`config.mk`:
```
export PLATFORM = sky130hd
export DESIGN_NAME = bitwise_logic_pipe
export DESIGN_NICKNAME = d
export VERILOG_FILES = /design/src/rtl/bitwise_logic_pipe.sv
export SDC_FILE = /design/constraint.sdc
export NUM_CORES = 1
export LEC_CHECK = 0
export CAP_MARGIN = 15
export CORE_MARGIN = 8
export CORE_UTILIZATION = 35
export CTS_CLUSTER_SIZE = 30
export DETAILED_ROUTE_END_ITERATION = 6
export HOLD_SLACK_MARGIN = 0.15
export PLACE_DENSITY = 0.64
export SYNTH_ARGS = -nofsm -noshare
export SYNTH_HDL_FRONTEND = slang
export SYNTH_SLANG_ARGS = --single-unit
```
`constraint.sdc`:
```
create_clock -name clk -period 2.5 [get_ports clk]
set_clock_uncertainty 0.05 [all_clocks]
set_input_delay 0.25 -clock clk [delete_from_list [all_inputs] [get_ports clk]]
set_output_delay 0.25 -clock clk [all_outputs]
set_load 0.1 [all_outputs]
```
`src/rtl/bitwise_logic_pipe.sv`:
```
// Two-stage pipelined bitwise logic unit with valid/ready flow control,
// result status flags and a wrapping count of consumed results.
module bitwise_logic_pipe #(
    parameter int WIDTH = 4,
    parameter int CNT_W = 8
) (
    input  logic             clk,
    input  logic             rst_n,
    input  logic             in_valid,
    output logic             in_ready,
    input  logic [WIDTH-1:0] a,
    input  logic [WIDTH-1:0] b,
    input  logic [2:0]       op,
    output logic             out_valid,
    input  logic             out_ready,
    output logic [WIDTH-1:0] out,
    output logic             zero,
    output logic             ones,
    output logic             parity,
    output logic [CNT_W-1:0] count,
    input  logic             count_clr
);

    localparam logic [2:0] OP_AND   = 3'b000;
    localparam logic [2:0] OP_OR    = 3'b001;
    localparam logic [2:0] OP_XOR   = 3'b010;
    localparam logic [2:0] OP_NAND  = 3'b011;
    localparam logic [2:0] OP_NOR   = 3'b100;
    localparam logic [2:0] OP_XNOR  = 3'b101;
    localparam logic [2:0] OP_ANDN  = 3'b110;
    localparam logic [2:0] OP_PASSA = 3'b111;

    function automatic logic [WIDTH-1:0] calc_op(
        input logic [WIDTH-1:0] x,
        input logic [WIDTH-1:0] y,
        input logic [2:0]       sel
    );
        logic [WIDTH-1:0] r;
        case (sel)
            OP_AND:   r = x & y;
            OP_OR:    r = x | y;
            OP_XOR:   r = x ^ y;
            OP_NAND:  r = ~(x & y);
            OP_NOR:   r = ~(x | y);
            OP_XNOR:  r = ~(x ^ y);
            OP_ANDN:  r = x & ~y;
            OP_PASSA: r = x;
            default:  r = {WIDTH{1'b0}};
        endcase
        return r;
    endfunction

    function automatic logic parity_f(input logic [WIDTH-1:0] x);
        return ^x;
    endfunction

    logic             s1_valid_r;
    logic [WIDTH-1:0] s1_a_r;
    logic [WIDTH-1:0] s1_b_r;
    logic [2:0]       s1_op_r;
    logic             out_valid_r;
    logic [WIDTH-1:0] out_r;
    logic             zero_r;
    logic             ones_r;
    logic             parity_r;
    logic [CNT_W-1:0] count_r;

    logic             s1_load_s;
    logic             s2_load_s;
    logic             in_ready_s;
    logic             out_fire_s;
    logic [WIDTH-1:0] result_s;

    // Handshake decode and stage-2 result from S1 contents
    always_comb begin
        s2_load_s  = s1_valid_r && (!out_valid_r || out_ready);
        in_ready_s = !s1_valid_r || s2_load_s;
        s1_load_s  = in_valid && in_ready_s;
        out_fire_s = out_valid_r && out_ready;
        result_s   = calc_op(s1_a_r, s1_b_r, s1_op_r);
    end

    // Stage 1 operand register
    always_ff @(posedge clk) begin
        if (!rst_n) begin
            s1_valid_r <= 1'b0;
            s1_a_r     <= {WIDTH{1'b0}};
            s1_b_r     <= {WIDTH{1'b0}};
            s1_op_r    <= 3'b000;
        end else if (s1_load_s) begin
            s1_valid_r <= 1'b1;
            s1_a_r     <= a;
            s1_b_r     <= b;
            s1_op_r    <= op;
        end else if (s2_load_s) begin
            s1_valid_r <= 1'b0;
        end else begin
            s1_valid_r <= s1_valid_r;
        end
    end

    // Stage 2 result and flags; flags derive from the same value loaded into out
    always_ff @(posedge clk) begin
        if (!rst_n) begin
            out_valid_r <= 1'b0;
            out_r       <= {WIDTH{1'b0}};
            zero_r      <= 1'b1;
            ones_r      <= 1'b0;
            parity_r    <= 1'b0;
        end else if (s2_load_s) begin
            out_valid_r <= 1'b1;
            out_r       <= result_s;
            zero_r      <= (result_s == {WIDTH{1'b0}});
            ones_r      <= (result_s == {WIDTH{1'b1}});
            parity_r    <= parity_f(result_s);
        end else if (out_fire_s) begin
            out_valid_r <= 1'b0;
        end else begin
            out_valid_r <= out_valid_r;
        end
    end

    // Consumed-result counter; clear wins over a same-cycle increment
    always_ff @(posedge clk) begin
        if (!rst_n) begin
            count_r <= {CNT_W{1'b0}};
        end else if (count_clr) begin
            count_r <= {CNT_W{1'b0}};
        end else if (out_fire_s) begin
            count_r <= count_r + CNT_W'(1);
        end else begin
            count_r <= count_r;
        end
    end

    assign in_ready  = in_ready_s;
    assign out_valid = out_valid_r;
    assign out       = out_r;
    assign zero      = zero_r;
    assign ones      = ones_r;
    assign parity    = parity_r;
    assign count     = count_r;

endmodule

```
==> impl_metrics.csv <==
group,metric,value,unit
final_layout,multi_input_area,0.001047,mm2
worst_setup_path,crit_path_frequent_cell,"sky130_fd_sc_hd__ha_1",
worst_setup_path,sort_of_element_at_the_start_of_the_critical_path,"flop",
final_layout,insertedDiodeCount,0,
synthesis,ys_ff_latch,28,
global_route,track_usage,0.1099,
synthesis,syn_avg_cell_area,8.664,um2
worst_setup_path,path_class,"flop to flop",
cts,clkTransAtPathRegs,0.10,ns
cts,tritoncts,"done",
floorplan,die_footprint,0.007428,mm2
global_route,number_of_global_route_vias_before_repair,1479,
flow_run,max_cap_violations,0,
global_route,largest_net_degree_at_the_start_of_global_routing,17,
sta,final.setup.tns,0,ns
final_layout,num-nets-final,267,
synthesis,synth-edff-count,0,
worst_setup_path,worstPathRequired,2.64,ns
synthesis,share_of_synthesized_registers_carrying_an_async_set_or_reset,0,
global_route,grt_antenna_before_repair,0,
global_route,global_route.overflow_total,0,
floorplan,num_io_pins,33,
worst_setup_path,cpPeakStageDelay,0.39,ns
synthesis,synth_fp_nets,232,
routing,drcViolationCount,0,
worst_setup_path,arrival,2.49,ns
sta,maxSlewViolCount,0,
cts,ctsRootBufferMaster,"sky130_fd_sc_hd__clkbuf_8",
floorplan,start_util,0.3650,
worst_setup_path,worst_path_max_delay_cell,"sky130_fd_sc_hd__dfxtp_1",
synthesis,synth_sequential_area_ratio,0.3251,
sta,final.hold.worst_slack,0.4248,ns
final_layout,syn_to_final_growth,26.78,%
sta,final-setup-viol-count,0,
sta,post-route-min-period,2.348,ns
routing,drtPass1Iterations,4,
placed_design,finalWeightedCongestion,0.8321,
floorplan,die_boundary_width,86.19,um
synthesis,yosys_warnings,0,
worst_setup_path,worst_setup_ep_type,"flop",
worst_setup_path,critical_path.top_delay_family,"adder cells",
sta,final_worst_path_period_share,0.9393,
worst_setup_path,maximum_net_fanout_on_the_critical_path,4,
floorplan,floorplan.core_area,0.004723,mm2
sta,rsz0062_at_grt,"no",
synthesis,syn_inst,199,
sta,timing_hold_violations_final,0,
floorplan,std_cell_rows,25,
hold_path,hold_path_class,"flop to flop",
cts,cts_htree_levels,1,
routing,routed_wirelength,3.819,mm
global_route,first_pass_grt_wire_length,6.603,mm
cts,cts_hold_buffers,0,
final_layout,fillCellCount,477,
synthesis,synth_cell_types,39,
floorplan,die_h,86.19,um
sta,worst_slew_margin_rel,0.7323,
status,status,"finished clean",
routing,routed_wire_length_per_instance,12.73,um
placed_design,place.port_buffers,32,
worst_setup_path,timing.critical_path.cells,"inv_1 -> ha_1 -> mux2_4 -> a2111oi_4 -> nor4_2 -> ha_1 -> xnor2_1 -> nand2_1 -> o211a_1",
power,cellPowerDensity,513.3,mW/mm2
routing,via_per_inst,4.790,
cts,worstSkewPairLatency,0.28,ns
worst_setup_path,critical_path_buf_inv_count,1,
routing,vias,1437,
routing,remaining_antenna_violation_count_after_routing,0,
cts,clockBufferDepth,2,
final_layout,final_layout_size_suffix_gt1_frac,0.1674,
sta,maxClockFrequency,0.4259,GHz
synthesis,syn-cell-area,0.001724,mm2
cts,cts_made_buffers,3,
synthesis,postSynth.topFlopCell,"sky130_fd_sc_hd__dfxtp_1",
power,maximum_vdd_drop,0.0002729,V
power,power.static_leakage,0.0008927,uW
cts,clkSinkCount,28,
sta,worst_slew_pin_slew,0.4009,ns
placed_design,dp_hpwl,2.961,mm
power,total_power,1122,uW
routing,drt_first_iter_violations,80,
final_layout,layout.area.seq,560.5,um2
==> cells in the final DEF (no fill, tap or decap), types with 3 or more instances in the layout <==
cell and n:
sky130_fd_sc_hd__xnor2_1 4, sky130_fd_sc_hd__o21ai_0 8, sky130_fd_sc_hd__clkbuf_8 3, sky130_fd_sc_hd__dfxtp_1 28
sky130_fd_sc_hd__clkdlybuf4s50_1 15, sky130_fd_sc_hd__nor2b_1 4, sky130_fd_sc_hd__a21oi_1 6, sky130_fd_sc_hd__nor3_1 3
sky130_fd_sc_hd__mux2_2 3, sky130_fd_sc_hd__ha_1 17, sky130_fd_sc_hd__and2b_1 3, sky130_fd_sc_hd__nand2b_1 4
sky130_fd_sc_hd__nand3_1 18, sky130_fd_sc_hd__a21boi_0 14, sky130_fd_sc_hd__o32ai_1 3, sky130_fd_sc_hd__mux2i_1 6
sky130_fd_sc_hd__nor2_1 9, sky130_fd_sc_hd__nand2_1 22, sky130_fd_sc_hd__buf_4 23, sky130_fd_sc_hd__inv_1 16
==> final timing paths <==
kind,start,endpoint,slack (ns),cells after the start
max reg2reg,s1_a_r[0],parity,0.15,9
min reg2reg,zero,zero,0.42,2
min,zero,zero,0.42,2
max,s1_a_r[0],parity,0.15,9
==> kinds of logic after synthesis <==
kind of cell | count (synthesis) | share of synthesized area
compound gates | 39 | 0.1713
xor+xnor | 6 | 0.03048
fa+ha+maj | 17 | 0.1234
buf+inv | 26 | 0.07039
flops | 28 | 0.3251
mux | 10 | 0.06313
simple gates | 73 | 0.2163
==> per-layer routing <==
| layer | GRT usage | wire length, um |
|---|---|---|
| met1 | 0.1278 | 1827 |
| met2 | 0.1931 | 1817 |
| met3 | 0.02457 | 122 |
| met4 | 0.03756 | 52 |
| met5 | 0 | 0 |
==> report_power, final <==
group / total (uW) / leakage, uW / internal [uW] / switching [uW]
clock: 364 / 0.0000357 / 215 / 149
sequential: 487 / 0.000229 / 466 / 21.3
combinational: 271 / 0.000628 / 112 / 159
total: 1120 / 0.000893 / 793 / 329
==> Yosys cell counts (2+ instances only) <==
| cell | count | area share |
|---|---|---|
| sky130_fd_sc_hd__a21boi_0 | 14 | 0.061 |
| sky130_fd_sc_hd__a21oi_1 | 6 | 0.017 |
| sky130_fd_sc_hd__and2b_1 | 3 | 0.013 |
| sky130_fd_sc_hd__buf_2 | 2 | 0.0058 |
| sky130_fd_sc_hd__clkbuf_1 | 5 | 0.011 |
| sky130_fd_sc_hd__dfxtp_1 | 28 | 0.33 |
| sky130_fd_sc_hd__ha_1 | 17 | 0.12 |
| sky130_fd_sc_hd__inv_1 | 16 | 0.035 |
| sky130_fd_sc_hd__mux2_2 | 3 | 0.020 |
| sky130_fd_sc_hd__mux2i_1 | 6 | 0.035 |
| sky130_fd_sc_hd__nand2_1 | 22 | 0.048 |
| sky130_fd_sc_hd__nand2b_1 | 4 | 0.015 |
| sky130_fd_sc_hd__nand3_1 | 18 | 0.052 |
| sky130_fd_sc_hd__nor2_1 | 9 | 0.020 |
| sky130_fd_sc_hd__nor2b_1 | 4 | 0.015 |
| sky130_fd_sc_hd__nor3_1 | 3 | 0.0087 |
| sky130_fd_sc_hd__o21ai_0 | 8 | 0.023 |
| sky130_fd_sc_hd__o221a_2 | 2 | 0.013 |
| sky130_fd_sc_hd__o32ai_1 | 3 | 0.015 |
| sky130_fd_sc_hd__or3_1 | 2 | 0.0073 |
| sky130_fd_sc_hd__or4b_1 | 2 | 0.012 |
| sky130_fd_sc_hd__xnor2_1 | 4 | 0.020 |
| sky130_fd_sc_hd__xor2_1 | 2 | 0.010 |
==> metrics by stage <==
step	setup slack, ns	std cells	util	cell area [um2]
floorplan	0.007829	199	-	1724
global placement	0.1857	296	0.4466	2110
detailed placement	0.1618	296	0.4466	2110
CTS	0.1457	300	0.4617	2181
global route	0.004516	300	0.4628	2186
finish	0.1518	300	0.4628	2186
==> flip-flops by register name, indices dropped and copies added (netlist names) <==
register	cells
count	8
ones	1
out	4
out_valid	1
parity	1
s1_a_r	4
s1_b_r	4
s1_op_r	3
s1_valid_r	1
zero	1
==> area by class of cell <==
type / count / area share
Multi-Input combinational cell: 145 / 0.4791
Sequential cell: 28 / 0.2564
Timing Repair Buffer: 40 / 0.1660
Tap cell: 67 / 0.03835
Inverter: 16 / 0.02748
Clock buffer: 3 / 0.01889
Clock inverter: 1 / 0.01374
==> worst min-delay path, cell delays in order, from the launching register on <==
cell	delay (ns)
sky130_fd_sc_hd__dfxtp_1	0.32
sky130_fd_sc_hd__nand2_1	0.05
sky130_fd_sc_hd__nand3_1	0.06
==> what timing repair did <==
action	CTS	global route
resized for setup	0	1
setup buffers	0	0
setup endpoints to repair	0	1
Note: power is estimated with default switching activity, not from simulation.
